**src/rtl/global_sram_streamer.sv**
```systemverilog
// global_sram_streamer: reads activation and weight words from the global SRAMs
// and forwards each word with its in-pass index to the row-memory distributors.
// K==3 runs one pass; every other K runs three passes over consecutive SRAM regions.
// Optional feature: define STREAM_STALL_EN to add a stall input backed by a
// 1-deep skid register per stream.
module global_sram_streamer #(
  parameter int unsigned ACT_PER_CORE     = 11,
  parameter int unsigned WEIGHT_PER_CORE  = 9,
  parameter int unsigned INPUT_BW         = 8,
  parameter int unsigned ACT_SRAM_ADDR    = 13,
  parameter int unsigned WEIGHT_SRAM_ADDR = 11
) (
  input  logic                              clk,
  input  logic                              resetn,
  input  logic                              start,
`ifdef STREAM_STALL_EN
  input  logic                              stall,
`endif
  output logic                              done,
  input  logic [5:0]                        OC,
  input  logic [5:0]                        IMG_H,
  input  logic [5:0]                        IMG_W,
  input  logic [2:0]                        K,
  output logic                              act_sram_en,
  output logic [ACT_SRAM_ADDR-1:0]          act_sram_addr,
  input  logic signed [INPUT_BW-1:0]        act_sram_rdata,
  output logic                              weight_sram_en,
  output logic [WEIGHT_SRAM_ADDR-1:0]       weight_sram_addr,
  input  logic signed [INPUT_BW-1:0]        weight_sram_rdata,
  output logic signed [INPUT_BW-1:0]        act_row_mem_data,
  output logic [ACT_PER_CORE-1:0]           act_row_mem_addr,
  output logic signed [INPUT_BW-1:0]        weight_row_mem_data,
  output logic [WEIGHT_PER_CORE-1:0]        weight_row_mem_addr
);

  localparam int unsigned PROD_W = 16;

  typedef enum logic [1:0] {IDLE, READ, NEXT_PASS, DONE} state_t;

  state_t                          state;
  logic [ACT_PER_CORE-1:0]         act_total, act_cnt, act_idx1, act_idx2, act_sk_idx;
  logic [WEIGHT_PER_CORE-1:0]      wgt_total, wgt_cnt, wgt_idx1, wgt_idx2, wgt_sk_idx;
  logic [ACT_SRAM_ADDR-1:0]        act_base;
  logic [WEIGHT_SRAM_ADDR-1:0]     wgt_base;
  logic [1:0]                      npass, pass_cnt;
  logic                            act_v2, wgt_v2, act_sk_v, wgt_sk_v;
  logic signed [INPUT_BW-1:0]      act_sk_d, wgt_sk_d;

  logic [PROD_W-1:0]               act_h_c, act_w_c;
  logic [ACT_PER_CORE-1:0]         act_total_c;
  logic [WEIGHT_PER_CORE-1:0]      wgt_total_c;
  logic                            stall_c, act_fin_c, wgt_fin_c;
  logic                            act_issue_c, wgt_issue_c, last_pass_c;

`ifdef STREAM_STALL_EN
  assign stall_c = stall && (state == READ);
`else
  assign stall_c = 1'b0;
`endif

  // Transfer sizes from the configuration inputs, and per-stream issue/finish status
  always_comb begin
    act_h_c     = PROD_W'(IMG_H) + PROD_W'(K) - PROD_W'(1);
    act_w_c     = PROD_W'(IMG_W) + PROD_W'(K) - PROD_W'(1);
    act_total_c = ACT_PER_CORE'(act_h_c * act_w_c);
    wgt_total_c = WEIGHT_PER_CORE'(PROD_W'(K) * PROD_W'(K) * PROD_W'(OC));
    act_fin_c   = (act_cnt == act_total) && !act_sram_en && !act_v2 && !act_sk_v;
    wgt_fin_c   = (wgt_cnt == wgt_total) && !weight_sram_en && !wgt_v2 && !wgt_sk_v;
    act_issue_c = (state == READ) && !stall_c && (act_cnt < act_total);
    wgt_issue_c = (state == READ) && !stall_c && (wgt_cnt < wgt_total);
    last_pass_c = (pass_cnt == npass - 2'd1);
  end

  // Control FSM, read issue, data alignment and skid handling
  always_ff @(posedge clk or negedge resetn) begin
    if (!resetn) begin
      state               <= IDLE;
      done                <= 1'b0;
      act_total           <= '0;
      wgt_total           <= '0;
      npass               <= '0;
      pass_cnt            <= '0;
      act_base            <= '0;
      wgt_base            <= '0;
      act_cnt             <= '0;
      wgt_cnt             <= '0;
      act_idx1            <= '0;
      wgt_idx1            <= '0;
      act_idx2            <= '0;
      wgt_idx2            <= '0;
      act_v2              <= 1'b0;
      wgt_v2              <= 1'b0;
      act_sk_v            <= 1'b0;
      wgt_sk_v            <= 1'b0;
      act_sk_idx          <= '0;
      wgt_sk_idx          <= '0;
      act_sk_d            <= '0;
      wgt_sk_d            <= '0;
      act_sram_en         <= 1'b0;
      act_sram_addr       <= '0;
      weight_sram_en      <= 1'b0;
      weight_sram_addr    <= '0;
      act_row_mem_data    <= '0;
      act_row_mem_addr    <= '0;
      weight_row_mem_data <= '0;
      weight_row_mem_addr <= '0;
    end else begin
      done             <= 1'b0;
      act_sram_en      <= 1'b0;
      act_sram_addr    <= '0;
      weight_sram_en   <= 1'b0;
      weight_sram_addr <= '0;
      act_v2           <= 1'b0;
      wgt_v2           <= 1'b0;
      case (state)
        IDLE: begin
          act_row_mem_data    <= '0;
          act_row_mem_addr    <= '0;
          weight_row_mem_data <= '0;
          weight_row_mem_addr <= '0;
          act_sk_v            <= 1'b0;
          wgt_sk_v            <= 1'b0;
          if (start) begin
            act_total <= act_total_c;
            wgt_total <= wgt_total_c;
            npass     <= (K == 3'd3) ? 2'd1 : 2'd3;
            pass_cnt  <= '0;
            act_base  <= '0;
            wgt_base  <= '0;
            act_cnt   <= '0;
            wgt_cnt   <= '0;
            state     <= READ;
          end
        end

        READ: begin
          // Activation read issue; a read already on the bus when a stall
          // arrives is dropped and its index re-issued after release.
          if (act_issue_c) begin
            act_sram_en   <= 1'b1;
            act_sram_addr <= act_base + ACT_SRAM_ADDR'(act_cnt);
            act_idx1      <= act_cnt;
            act_cnt       <= act_cnt + ACT_PER_CORE'(1);
          end else if (stall_c && act_sram_en) begin
            act_cnt <= act_idx1;
          end
          act_v2   <= act_sram_en && !stall_c;
          act_idx2 <= act_idx1;

          // Activation output: finished hold, skid capture, skid drain, or direct
          if (act_fin_c) begin
            act_row_mem_addr <= act_total;
            act_row_mem_data <= '0;
          end else if (stall_c) begin
            if (act_v2) begin
              act_sk_v   <= 1'b1;
              act_sk_idx <= act_idx2;
              act_sk_d   <= act_sram_rdata;
            end
          end else if (act_sk_v) begin
            act_row_mem_addr <= act_sk_idx;
            act_row_mem_data <= act_sk_d;
            act_sk_v         <= act_v2;
            act_sk_idx       <= act_idx2;
            act_sk_d         <= act_sram_rdata;
          end else if (act_v2) begin
            act_row_mem_addr <= act_idx2;
            act_row_mem_data <= act_sram_rdata;
          end

          // Weight read issue
          if (wgt_issue_c) begin
            weight_sram_en   <= 1'b1;
            weight_sram_addr <= wgt_base + WEIGHT_SRAM_ADDR'(wgt_cnt);
            wgt_idx1         <= wgt_cnt;
            wgt_cnt          <= wgt_cnt + WEIGHT_PER_CORE'(1);
          end else if (stall_c && weight_sram_en) begin
            wgt_cnt <= wgt_idx1;
          end
          wgt_v2   <= weight_sram_en && !stall_c;
          wgt_idx2 <= wgt_idx1;

          // Weight output
          if (wgt_fin_c) begin
            weight_row_mem_addr <= wgt_total;
            weight_row_mem_data <= '0;
          end else if (stall_c) begin
            if (wgt_v2) begin
              wgt_sk_v   <= 1'b1;
              wgt_sk_idx <= wgt_idx2;
              wgt_sk_d   <= weight_sram_rdata;
            end
          end else if (wgt_sk_v) begin
            weight_row_mem_addr <= wgt_sk_idx;
            weight_row_mem_data <= wgt_sk_d;
            wgt_sk_v            <= wgt_v2;
            wgt_sk_idx          <= wgt_idx2;
            wgt_sk_d            <= weight_sram_rdata;
          end else if (wgt_v2) begin
            weight_row_mem_addr <= wgt_idx2;
            weight_row_mem_data <= weight_sram_rdata;
          end

          if (act_fin_c && wgt_fin_c) begin
            if (last_pass_c) begin
              state <= DONE;
              done  <= 1'b1;
            end else begin
              state <= NEXT_PASS;
            end
          end
        end

        NEXT_PASS: begin
          act_base            <= act_base + ACT_SRAM_ADDR'(act_total);
          wgt_base            <= wgt_base + WEIGHT_SRAM_ADDR'(wgt_total);
          pass_cnt            <= pass_cnt + 2'd1;
          act_cnt             <= '0;
          wgt_cnt             <= '0;
          act_row_mem_addr    <= '0;
          act_row_mem_data    <= '0;
          weight_row_mem_addr <= '0;
          weight_row_mem_data <= '0;
          state               <= READ;
        end

        DONE: begin
          act_row_mem_addr    <= '0;
          act_row_mem_data    <= '0;
          weight_row_mem_addr <= '0;
          weight_row_mem_data <= '0;
          state               <= IDLE;
        end

        default: state <= IDLE;
      endcase
    end
  end

endmodule
```
**config.mk**
```make
export PLATFORM = sky130hd
export DESIGN_NAME = global_sram_streamer
export DESIGN_NICKNAME = d
export VERILOG_FILES = /design/src/rtl/global_sram_streamer.sv
export SDC_FILE = /design/constraint.sdc
export NUM_CORES = 1
export LEC_CHECK = 0
export ABC_AREA = 1
export BUFFER_PORTS_ARGS = -buffer_cell sky130_fd_sc_hd__buf_2
export CORE_ASPECT_RATIO = 0.75
export CORE_MARGIN = 4
export CORE_UTILIZATION = 30
export CTS_BUF_LIST = sky130_fd_sc_hd__clkbuf_4 sky130_fd_sc_hd__clkbuf_8 sky130_fd_sc_hd__clkbuf_16
export CTS_CLUSTER_DIAMETER = 60
export DETAILED_ROUTE_END_ITERATION = 16
export GPL_TIMING_DRIVEN = 1
export PLACE_DENSITY_LB_ADDON = 0.08
export SYNTH_ARGS = -nofsm -noshare
export SYNTH_HDL_FRONTEND = slang
export SYNTH_SLANG_ARGS = --single-unit
```
**constraint.sdc**
```tcl
create_clock -name clk -period 1.8 [get_ports clk]
set_input_delay 0 -clock clk [delete_from_list [all_inputs] [get_ports clk]]
set_output_delay 0 -clock clk [all_outputs]
set_load 0.005 [all_outputs]
```
; Word level (Yosys, flattened, before mapping)
; Index checks and enable logic that the tools add are counted.
[op_classes]
n_addsub = 12
n_mul = 3
div = 0
order_cmp = 2
n_eq_ne = 15
n_shift = 0
n_mux = 51
n_bitwise = 2
reduce_logical = 31
[ops]
columns = cell, count
row1 = $mux W11, 7
row2 = $mux W8, 6
row3 = $mux W9, 5
row4 = $pmux W11 S2, 2
row5 = $mux W13, 3
row6 = $pmux W11 S3, 1
row7 = $pmux W8 S2, 2
row8 = $pmux W9 S3, 1
row9 = $add A13 B11 Y13, 2
row10 = $pmux W13 S2, 1
row11 = $add A11 B9 Y11, 2
row12 = $pmux W9 S2, 1
row13 = $sub A7 B1 Y8 const B, 2
row14 = $add A6 B3 Y7, 2
row15 = $mux W1, 14
row16 = $reduce_and A2 Y1, 7
row17 = $reduce_and A3 Y1, 4
row18 = $add A11 B1 Y11 const B, 1
row19 = $eq A11 B11 Y1, 1
row20 = $lt A11 B11 Y1, 1
row21 = $mul A8 B8 Y11, 1
row22 = $ne A2 B2 Y1 const B, 5
row23 = $add A9 B1 Y9 const B, 1
row24 = $eq A9 B9 Y1, 1
row25 = other kinds (22), 43
[totals]
regBits = 213
latchBits = 0
ram_bits = 0
romBits = 0
inputBits = 40
out_inout_bits = 63
word_cells = 146
mem_count = 0

; Depth between registers and ports, before layout
; Gate-level depths: netlist of run 1.
[logic_depth]
ltp_word = 7
depth_mapped = 35
ltp_nobuf = 34

; Worst setup path after synthesis of run 1
; OpenSTA, ideal clock, no wires.
[synth_timing]
path_type = input port to flip-flop
startpoint = input port K[0]
endpoint = register act_total[10]
setup_ns = 0.118
arrival_ns = 4.769
required_ns = 1.682
path_slack_ns = -3.086
stages = 30
n_path_buf = 1
cell_sequence = clkbuf_1 inv_1 ha_1 inv_1 ha_1 fa_1 nand3_1 nand2_1 nor2_1 nand2_1 fa_1 fa_1 inv_1 fa_1 inv_1 fa_1 inv_1 ha_1 nand2_1 nand2_1 nand2_1 nand4_1 nand2_1 nand3_1 nand2_1 nand2_1 nand2_1 nand2_1 nand3_1 nand2_1
[synth_between]
elab_chain_cells = 3
elab_cells_between_ends = 5
classes_between = add/sub: 4 / mul: 1
[synth_lines]
columns = element, line
row1 = start: declaration, 23  ; input logic [2:0] K,
row2 = $add A6 B3 Y7 (on tied branches), "63, 64"
row3 = $sub A7 B1 Y8 (on tied branches), "63, 64"
row4 = $mul A8 B8 Y11 (*), 65  ; act_total_c = ACT_PER_CORE'(act_h_c * act_w_c);
row5 = end signal: assignment, 124  ; act_total <= act_total_c;
row6 = end: declaration, 41  ; logic [ACT_PER_CORE-1:0] act_total, act_cnt, act_idx1, act_idx2, act_sk_idx;
; Every way passes the cells marked *; elsewhere a longest branch is shown, timed or not.
; A chain may end at the register's enable or synchronous reset.

; Worst setup path after layout of run 1
[layout_timing]
startpoint = input port K[1]
endpoint = register act_total[10]
; Same word-level chain as after synthesis.

==> results.ini, run 1 <==
[clock_tree]
clk_path_buf_depth = 3
clkTransAtPathRegs_ns = 0.06
h-tree-depth = 1
cts.sinks = 213
clk_latency_ns = 0.58
cts_root_buf = clkbuf_16
cts_tree = done
cts_buffers = 29

[timing]
rsz0062_at_grt = yes
fin_tns_setup_ns = -29.36
maxSlewHeadroom = 0.579
final.setup.worst_slack_ns = -2.35
max_freq_ghz = 0.241
worstMarginPinSlew_ns = 0.629
fin_crit_sh = 2.30
finalHoldViolations = 0
drv_slew = 0
finClkSkew_ns = 0.0170
setup_viol = 116
final.min_clock_period_ns = 4.15

[global_route]
gr-usage-met3 = 0.0225
grtUsageMet1 = 0.277
first_global_vias = 13127
grt_overflow = 0
grt_pass1_wl_mm = 72.2
gr-usage-met2 = 0.263
grt_start_max_net_pins = 60
grt_busiest_layer = met1
antenna_found_initial = 1
track_usage = 0.177

[final_layout]
diodes = 0
n_fill_cell = 4406
nNetsFinal = 2409
seqCellArea_um2 = 5350
layout.cells.non_filler = 2855
post-route-util = 0.478
multiInputGateArea_um2 = 9880
final_cell_mix = 297 x nand2_1, 254 x buf_4, 220 x inv_1
synthToLayoutAreaGrowth_pct = 57.6
fin_area_um2 = 22000
final_common_cell = nand2_1
drive_gt1_frac = 0.453

[worst_setup_path]
cpPeakStageDelay_ns = 0.56
cp-end-kind = flip-flop
worstPathArrival_ns = 4.61
r2r_slack_ns = -0.32
worst-path-max-fanout = 3
critPathRequiredTime_ns = 2.26
r2r_start = act_cnt[0]
worstSetupPathType = in -> reg
crit_slowest_cell = fa_1
start_kind = input pin
crit_top_cell = nand2_1
worst_setup_path_startpoint = K[1]

[power_and_ir_drop]
power.density_nw_per_um2 = 845
peakVddDrop_uv = 989
power_w = 0.0186
p_leak_nw = 10.4

[floorplan]
initial_core_util = 0.304
ios = 103
die_w_um = 257
die-area_um2 = 50100
dieHeight_um = 195
core_um2 = 46000
rows = 68

[run_status]
violations = setup timing
status = finished, violations left

[placed_design]
placed_cell_area_um2 = 17500
portBuffers = 102
dpl.cell_count = 2703
place_hpwl_mm = 32.6
globalplace.congestion = 0.846

[detailed_routing]
wl_mm = 45.2
dr_total_vias = 13001
drc_errors = 0
vias_per_cell = 4.55
drt_iter0_markers = 619
wl_per_cell_um = 15.8
drt-pass1-iter-count = 5
ant_nets = 0

[logic_synthesis]
synthCells = 1754
ys_top_cells_by_area = dfrtp_1 38%, nand2_1 11%, ha_1 10%
avgSynthCellArea_um2 = 7.97
synth_edf_count = 0
syn_area_um2 = 14000
syn_nets = 1958
ys_ff_latch = 213
synth_top_area_cell = dfrtp_1
ys.flop_type = dfrtp_1
synthDistinctLibCells = 47
ys_async_sr_fraction = 1.00
yosysWarnings = 0
yosysSeqAreaShare = 0.381
synth.top_cell.area_share = 0.381

[job]
cap_violations = 0

[hold_path]
hold_path.class = in -> reg
worst_hold_startpoint = K[0]

-- metal layers --
metal	wire length, um	vias to the layer above
li1	-	6585
met1	23700	6182
met2	19200	192
met3	1640	42
met4	624	0
met5	0	-
-- metrics by stage --
step | hold slack [ns] | worst slack [ns]
after global placement | -0.0654 | -2.96
after detailed placement | -0.0662 | -3.02
after floorplan | -0.296 | -2.67
after global routing | 0.0465 | -2.56
final | 0.0115 | -2.35
after CTS | 0.00475 | -2.31
-- synth_stat cells, types with 4 or more instances --
library cell  number
a31oi_1            4
o21a_1             4
nor3_1            11
mux2_2             4
dfrtp_1          213
o22ai_1           12
a21oi_1           85
clkbuf_1          32
a211oi_1          13
o21ai_0          181
xor2_1            17
nand4_1           19
buf_2              7
o21bai_1           6
o211ai_1          12
nand2_1          411
fa_1              47
ha_1             117
inv_1            295
inv_2              7
buf_4              4
nor2_1           121
a22o_1             5
nor3_2             4
nand3_1           65
xnor2_1            8
o31ai_1           11
-- area by class of cell --
type                            count  area share
Timing Repair Buffer              467       0.175
Clock buffer                       38      0.0380
Inverter                          303      0.0539
Tap cell                          630      0.0358
Clock inverter                     13     0.00636
Multi-Input combinational cell   1191       0.448
Sequential cell                   213       0.243
-- power by group --
group	internal, W	leakage (nW)	switching (W)
clock	0.00355	0.491	0.00229
combinational	0.00400	7.33	0.00398
sequential	0.00479	2.56	0.000000995
-- registers in the layout, summed over array words and instances, names as in the netlist, 11 cells and up --
name	flops
act_base	13
act_cnt	11
act_idx1	11
act_idx2	11
act_row_mem_addr	11
act_sk_idx	11
act_sram_addr	13
act_total	11
weight_sram_addr	11
wgt_base	11
-- cell families after synthesis --
kind of cell,share of synthesized area
simple gates,0.192
buf+inv,0.0971
compound gates,0.139
flops,0.381
fa+ha+maj,0.172
xor+xnor,0.0157
mux,0.00322
-- worst paths after layout --
path / endpoint / depth (start not counted)
hold / removal: wgt_total[1] / 5
setup reg to reg: act_sram_addr[10] / 14
hold reg to reg: npass[0] / 2
min in group asynchronous: act_row_mem_data[3] / 3
max in group asynchronous: act_base[6] / 3
setup / recovery: act_total[10] / 32
-- timing repair --
item | 4_1_cts | 5_1_grt
cloned | 7 | 0
pin swaps | 140 | 116
buffers inserted | 52 | 38
resized for setup | 415 | 270
setup endpoints to repair | 129 | 140
endpoints found under the hold margin | 252 | 0
hold buffers | 23 | 0
-- critical path: cells and delay by family --
family,cells,cell delay [ns]
fa+ha+maj,8,3.06
buf+inv,8,0.51
simple gates,16,1.04
(Power assumes the default switching activity.)
==> inputs of run 2 (changes only) <==
--- a/config.mk
+++ b/config.mk
@@ -5,7 +5,6 @@
 export SDC_FILE = /design/constraint.sdc
 export NUM_CORES = 1
 export LEC_CHECK = 0
-export ABC_AREA = 1
 export BUFFER_PORTS_ARGS = -buffer_cell sky130_fd_sc_hd__buf_2
 export CORE_ASPECT_RATIO = 0.75
 export CORE_MARGIN = 4
==> run 2 against run 1 <==
Against the previous run:
- the run still ends with setup timing left
- non-clock buffer count shrank 19
- largest power group unchanged
- cell count shrank 13%
- sequential share of layout area grew 1.7 points
- global-route usage shrank 1.4 points
- cell area shrank 6.7%
- setup slack lost 0.42 ns
==> results.ini, run 2 <==
[placed_design]
placed_cell_area_um2 = 17100  ; was 17500 um^2
place_hpwl_mm = 28.3  ; was 32.6 mm
portBuffers = 102  ; unchanged
globalplace.congestion = 0.811  ; was 0.846

[detailed_routing]
drt-pass1-iter-count = 4  ; was 5
vias_per_cell = 4.54  ; was 4.55
drt_iter0_markers = 384  ; was 619
wl_mm = 39.6  ; was 45.2 mm
dr_total_vias = 11251  ; was 13001
drc_errors = 0  ; unchanged
wl_per_cell_um = 16.0  ; was 15.8 um
ant_nets = 0  ; unchanged

[timing]
holdWs_ns = 0.0144  ; was 0.0115 ns
maxSlewHeadroom = 0.645  ; was 0.579
fin_tns_setup_ns = -57.85  ; was -29.36 ns
final.min_clock_period_ns = 4.57  ; was 4.15 ns
fin_crit_sh = 2.54  ; was 2.30
final.setup.worst_slack_ns = -2.77  ; was -2.35 ns
setup_viol = 123  ; was 116
worstMarginPinSlew_ns = 0.532  ; was 0.629 ns
rsz0062_at_grt = yes  ; unchanged
finClkSkew_ns = 0.0144  ; was 0.0170 ns
drv_slew = 0  ; unchanged
max_freq_ghz = 0.219  ; was 0.241 GHz
finalHoldViolations = 0  ; unchanged

[clock_tree]
clk_path_buf_depth = 3  ; unchanged
clk_latency_ns = 0.54  ; was 0.58 ns
cts_tree = done  ; unchanged
cts.sinks = 213  ; unchanged
cts_buffers = 28  ; was 29
cts_root_buf = clkbuf_16  ; unchanged
h-tree-depth = 1  ; unchanged
clkTransAtPathRegs_ns = 0.06  ; about the same

[logic_synthesis]
synthDistinctLibCells = 59  ; was 47
synthTopCellsByCount = 213 x dfrtp_1, 202 x nand2_1, 144 x nor2_1  ; was 411 x nand2_1, 295 x inv_1, 213 x dfrtp_1
yosysMostFrequentCell = dfrtp_1  ; was nand2_1
syn_area_um2 = 13600  ; was 14000 um^2
synth_edf_count = 0  ; unchanged
ys.flop_type = dfrtp_1  ; unchanged
synth_top_area_cell = dfrtp_1  ; unchanged
synthCells = 1447  ; was 1754
ys_ff_latch = 213  ; unchanged
avgSynthCellArea_um2 = 9.43  ; was 7.97 um^2
ys_top_cells_by_area = dfrtp_1 39%, ha_1 11%, fa_1 6.9%  ; was dfrtp_1 38%, nand2_1 11%, ha_1 10%
yosysSeqAreaShare = 0.391  ; was 0.381
ys_async_sr_fraction = 1.00  ; unchanged
synth.top_cell.area_share = 0.391  ; was 0.381
syn_nets = 1651  ; was 1958
yosysWarnings = 0  ; unchanged

[hold_path]
hold_path.class = in -> async  ; was in -> reg

[global_route]
antenna_found_initial = 0  ; was 1
grt_start_max_net_pins = 59  ; was 60
grt_pass1_wl_mm = 64.0  ; was 72.2 mm
track_usage = 0.162  ; was 0.177
first_global_vias = 11761  ; was 13127
grt_overflow = 0  ; unchanged

[power_and_ir_drop]
p_leak_nw = 9.99  ; was 10.4 nW
clockPowerShare = 0.235  ; was 0.314
p_comb_frac = 0.518  ; was 0.429
p_sw_w = 0.00830  ; was 0.00627 W
power.density_nw_per_um2 = 1160  ; was 845 nW/um^2
sw_frac_of_total = 0.349  ; was 0.337
p_int_w = 0.0154  ; was 0.0123 W
power_frac_seq = 0.247  ; was 0.258
peakVddDrop_uv = 1150  ; was 989 uV

[floorplan]
core_um2 = 44800  ; was 46000 um^2
ios = 103  ; unchanged
initial_core_util = 0.305  ; was 0.304
rows = 67  ; was 68
die-area_um2 = 49000  ; was 50100 um^2
dieHeight_um = 193  ; was 195 um
die_w_um = 254  ; was 257 um

[worst_setup_path]
cp-end-kind = flip-flop  ; unchanged
worstPathArrival_ns = 4.99  ; was 4.61 ns
start_kind = input pin  ; unchanged
r2r_cells = 10  ; was 14
r2r_slack_ns = -0.66  ; was -0.32 ns
worst-path-max-fanout = 4  ; was 3
r2r_start = act_base[0]  ; was act_cnt[0]
critPathRequiredTime_ns = 2.22  ; was 2.26 ns
worstSetupPathType = in -> reg  ; unchanged
r2r-end = act_sram_addr[12]  ; was act_sram_addr[10]

[final_layout]
layout_top_registers = act_base x13, act_sram_addr x13  ; unchanged
n_fill_cell = 4316  ; was 4406
final_cell_mix = 252 x buf_4, 202 x dfrtp_1, 155 x nand2_1  ; was 297 x nand2_1, 254 x buf_4, 220 x inv_1
final_common_cell = buf_4  ; was nand2_1
drive_gt1_frac = 0.441  ; was 0.453
diodes = 0  ; unchanged
post-route-util = 0.459  ; was 0.478
nNetsFinal = 2077  ; was 2409
fin_area_um2 = 20600  ; was 22000 um^2
synthToLayoutAreaGrowth_pct = 50.7  ; was 57.6%

[run_status]
violations = setup timing  ; unchanged
status = finished, violations left  ; unchanged

[job]
cap_violations = 0  ; unchanged

## run 2: cell count changes in the layout (fill, tap and decap cells not counted), sizes merged, moves of 22 or more
cell,change
o21ai,-131
mux2,+39
nand2,-211
nor2b,+22
and2,+32
xnor2,+47
mux2i,+39
inv,-164
nand3,-32
## run 2: worst max-delay path by stage
| stage | startpoint | to | slack [ns] |
|---|---|---|---|
| 6_report | K[1] | act_total[10] | -2.77 |
| 5_1_grt | K[1] | act_total[10] | -2.96 |
| 2_1_floorplan | K[1] | act_total[10] | -3.20 |
| 3_3_place_gp | K[2] | act_total[10] | -3.43 |
| 3_5_place_dp | K[2] | act_total[10] | -3.49 |
| 4_1_cts | K[1] | act_total[10] | -2.74 |
## run 2: what timing repair did
item,4_1_cts,5_1_grt
resized for setup,199,183
endpoints found under the setup margin,132,135
hold endpoints to repair,252,0
setup buffers,43,39
pin swaps,126,160
hold buffers,23,0
cloned,7,3
## run 2: cells by family after synthesis
family | share of synthesized area
multiplexers | 0.0641
AND/OR/NAND/NOR | 0.165
AO/OA/AOI/OAI | 0.0986
buffers and inverters | 0.0533
XOR/XNOR | 0.0517
flip-flops | 0.391
adder cells (fa/ha/maj) | 0.176
## run 2: layout make-up
cell class                 instances  area (um^2)  area share
multi-input combinational       1046         9230       0.449
sequential                       213         5340       0.260
timing repair buffer             448         3760       0.183
clock buffer                      36          791      0.0385
tap                              586          733      0.0357
inverter                         136          548      0.0267
clock inverter                    15          145     0.00706
## run 2: metal layers
layer  track usage  share of wire  vias to the layer above  wire length (um)
met5             0              0                        -                 0
met4        0.0179         0.0073                        0               291
met3        0.0209          0.034                       22              1340
met2         0.254           0.43                      134             16900
met1         0.247           0.53                     5454             21100
li1              -              -                     5641                 -
## run 2: power groups by stage
stage / clock, W / combinational, W / sequential (W)
final: 0.00559 / 0.0123 / 0.00586
after global routing: 0.00599 / 0.0139 / 0.00595
after CTS: 0.00578 / 0.0107 / 0.00585
after detailed placement: 0 / 0.00962 / 0.00591
after global placement: 0 / 0.00955 / 0.00590
after floorplan: 0 / 0.00638 / 0.00590
## run 2: worst max-delay path, stage by stage
cell,delay [ns]
buf_8,0.09
inv_8,0.04
ha_4,0.26
inv_4,0.03
ha_4,0.15
fa_2,0.38
a21o_1,0.23
a21oi_4,0.23
nand2_4,0.10
or2_2,0.30
fa_1,0.56
fa_1,0.43
fa_1,0.47
fa_1,0.44
xnor2_1,0.17
xnor2_1,0.15
xnor2_1,0.14
xnor3_1,0.42
xnor2_1,0.19
xnor2_1,0.14
o21ai_1,0.07
## run 2: through the flow
| step | power, W | std cells | worst slack, ns |
|---|---|---|---|
| 2_1_floorplan | 0.0123 | 1447 | -3.20 |
| 3_3_place_gp | 0.0155 | 2331 | -3.43 |
| 3_5_place_dp | 0.0155 | 2331 | -3.49 |
| 4_1_cts | 0.0223 | 2451 | -2.74 |
| 5_1_grt | 0.0258 | 2480 | -2.96 |
| 6_report | 0.0237 | 2480 | -2.77 |
==> inputs of run 3 (changes only) <==
==> constraint.sdc (replaced) <==
create_clock -name clk -period 4.83 [get_ports clk]
set_input_delay 0 -clock clk [delete_from_list [all_inputs] [get_ports clk]]
set_output_delay 0 -clock clk [all_outputs]
set_load 0.005 [all_outputs]
==> run 3 against run 2 <==
Against the previous run:
- clock power fell by 62%
- combinational power fell by 74%
- routed wire length shrank 11%
- highest routed layer unchanged
- global-route usage decreased by 1.7 points
- cell area shrank 20%
- clock skew is 0.0042 ns lower
- core utilization is 9.0 points lower
- setup slack improved by 3.0 ns
- sequential power decreased by 62%
- the flow now finishes without violations
- first-iteration DRC count increased by 26%
==> results.ini, run 3 (synthesis gave the netlist of run 2 again) <==
[timing]
fin_crit_sh = 0.955
drv_slew = 0  ; unchanged
final.min_clock_period_ns = 4.61
maxSlewHeadroom = 0.331  ; was 0.645
setup_viol = 0  ; was 123
worstMarginPinSlew_ns = 0.998  ; was 0.532 ns
max_freq_ghz = 0.217
rsz0062_at_grt = no  ; was yes
holdWs_ns = 0.0377  ; was 0.0144 ns
finalHoldViolations = 0  ; unchanged
finClkSkew_ns = 0.0102  ; was 0.0144 ns

[placed_design]
place_hpwl_mm = 25.4  ; was 28.3 mm
globalplace.congestion = 0.790  ; was 0.811
portBuffers = 102  ; unchanged

[power_and_ir_drop]
sw_frac_of_total = 0.348  ; was 0.349
p_int_w = 0.00490  ; was 0.0154 W
power_w = 0.00752  ; was 0.0237 W
p_leak_nw = 8.27  ; was 9.99 nW
power.density_nw_per_um2 = 455  ; was 1160 nW/um^2
power_frac_seq = 0.296  ; was 0.247
p_comb_frac = 0.425  ; was 0.518
peakVddDrop_uv = 299  ; was 1150 uV
clockPowerShare = 0.279  ; was 0.235
p_sw_w = 0.00262  ; was 0.00830 W

[floorplan]
die_w_um = 254  ; unchanged
core_um2 = 44800  ; unchanged
rows = 67  ; unchanged
dieHeight_um = 193  ; unchanged
initial_core_util = 0.305  ; unchanged
ios = 103  ; unchanged
die-area_um2 = 49000  ; unchanged

[final_layout]
nNetsFinal = 1813  ; was 2077
final_common_cell = dfrtp_1  ; was buf_4
n_fill_cell = 4586  ; was 4316
layout_top_registers = act_base x13, act_sram_addr x13  ; unchanged
final_cell_mix = 213 x dfrtp_1, 201 x nand2_1, 141 x nor2_1  ; was 252 x buf_4, 202 x dfrtp_1, 155 x nand2_1
post-route-util = 0.369  ; was 0.459
synthToLayoutAreaGrowth_pct = 21.1  ; was 50.7%
drive_gt1_frac = 0.188  ; was 0.441

[worst_setup_path]
cp-end-kind = flip-flop  ; unchanged
worstPathArrival_ns = 5.05  ; was 4.99 ns
worst_setup_path_startpoint = K[1]  ; unchanged
r2r-end = act_row_mem_data[1]  ; was act_sram_addr[12]
r2r_slack_ns = 1.90  ; was -0.66 ns
start_kind = input pin  ; unchanged
critPathRequiredTime_ns = 5.27  ; was 2.22 ns
worst-path-max-fanout = 5  ; was 4
crit_slowest_cell = fa_1  ; unchanged
r2r_cells = 7  ; was 10
crit_family = adder cells  ; unchanged
crit_top_cell = ha_1  ; was xnor2_1
r2r_start = act_cnt[0]  ; was act_base[0]
cpPeakStageDelay_ns = 0.54  ; was 0.56 ns
path_buf_inv = 6  ; was 3
worstSetupPathType = in -> reg  ; unchanged

[global_route]
gr-usage-met3 = 0.0185  ; was 0.0209
grt_overflow = 0  ; unchanged
first_global_vias = 10523  ; was 11761
track_usage = 0.145  ; was 0.162
grt_busiest_layer = met2  ; unchanged
grt_start_max_net_pins = 119  ; was 59
antenna_found_initial = 1  ; was 0
grt_pass1_wl_mm = 57.3  ; was 64.0 mm
grtUsageMet1 = 0.220  ; was 0.247
gr-usage-met2 = 0.225  ; was 0.254

[clock_tree]
clk_latency_ns = 0.56  ; was 0.54 ns
cts_buffers = 29  ; was 28
clkTransAtPathRegs_ns = 0.06  ; about the same
clk_path_buf_depth = 3  ; unchanged
cts.sinks = 213  ; unchanged
cts_tree = done  ; unchanged
h-tree-depth = 1  ; unchanged
cts_root_buf = clkbuf_16  ; unchanged

[run_status]
status = finished, final reports clean  ; was finished, violations left

[job]
cap_violations = 0  ; unchanged

[hold_path]
whs_endpoint = wgt_total[2]
hold_path.class = in -> reg  ; was in -> async
hold_depth = 4
worst_hold_startpoint = OC[2]

[detailed_routing]
wl_per_cell_um = 15.9  ; was 16.0 um
drt-pass1-iter-count = 5  ; was 4
dr_total_vias = 10163  ; was 11251
ant_nets = 0  ; unchanged
vias_per_cell = 4.59  ; was 4.54
drc_errors = 0  ; unchanged
wl_mm = 35.2  ; was 39.6 mm
drt_iter0_markers = 482  ; was 384

-- run 3: changes by cell type in the layout (fill, tap and decap cells not counted), moves of 20 or more --
cell / previous run / this run
buf_4: 252 / 56
a21oi_2: 39 / 4
inv_2: 27 / 6
o21ai_0: 16 / 48
ha_1: 70 / 111
nand2_1: 155 / 201
buf_6: 45 / 0
a21oi_1: 60 / 98
inv_1: 101 / 127
buf_12: 21 / 1
ha_4: 43 / 5
nand2_2: 32 / 1
nor2_1: 112 / 141
o21ai_1: 24 / 4
-- run 3: cell type report --
type | count | area, um^2 | area share
antenna | 1 | 2.50 | 0.000151
clock buffer | 42 | 855 | 0.0517
clock inverter | 9 | 90.1 | 0.00545
inverter | 136 | 518 | 0.0314
multi-input combinational | 1046 | 7790 | 0.471
sequential | 213 | 5330 | 0.323
tap | 586 | 733 | 0.0444
timing repair buffer | 183 | 1200 | 0.0729
-- run 3: metal layers --
layer	wire length [um]	up-vias
li1	-	5110
met1	18700	4858
met2	14700	158
met3	1280	37
met4	551	0
met5	0	-
-- run 3: worst max-delay path by stage --
stage / end / slack, ns / depth (start not counted)
after floorplan: act_total[10] / -0.17 / 26
after global placement: act_total[10] / -0.42 / 29
after detailed placement: act_total[10] / -0.57 / 26
after CTS: act_total[10] / 0.03 / 26
after global routing: act_total[10] / 0.02 / 26
final: act_total[10] / 0.22 / 26
-- run 3: power by group through the flow --
stage	registers, W	logic [W]	clock network, W
after floorplan	0.00219	0.00223	0
after global placement	0.00225	0.00314	0
after detailed placement	0.00226	0.00315	0
after CTS	0.00222	0.00320	0.00218
after global routing	0.00226	0.00372	0.00225
final	0.00222	0.00319	0.00210
-- run 3: worst register-to-register path, stage by stage, from the launching register on --
cell,delay (ns)
dfrtp_1,0.48
inv_1,0.12
ha_1,0.30
or4b_1,0.49
nor4_4,0.63
buf_4,0.33
nand2b_1,0.36
nor2_1,0.10
-- run 3: per-stage QoR --
stage	instance area [um^2]	cells	setup slack (ns)	setup TNS [ns]
2_1_floorplan	13800	1447	-0.170	-0.170
6_report	16500	2216	0.215	0
3_3_place_gp	15200	2138	-0.415	-0.676
3_5_place_dp	15200	2138	-0.569	-0.998
5_1_grt	16500	2216	0.0169	0
4_1_cts	16400	2213	0.0251	0
-- run 3: timing repair --
| item | CTS | global route |
|---|---|---|
| endpoints found under the hold margin | 155 | 0 |
| setup buffers | 0 | 2 |
| setup endpoints to repair | 0 | 2 |
| gates resized for setup | 0 | 20 |
| hold buffers | 24 | 0 |
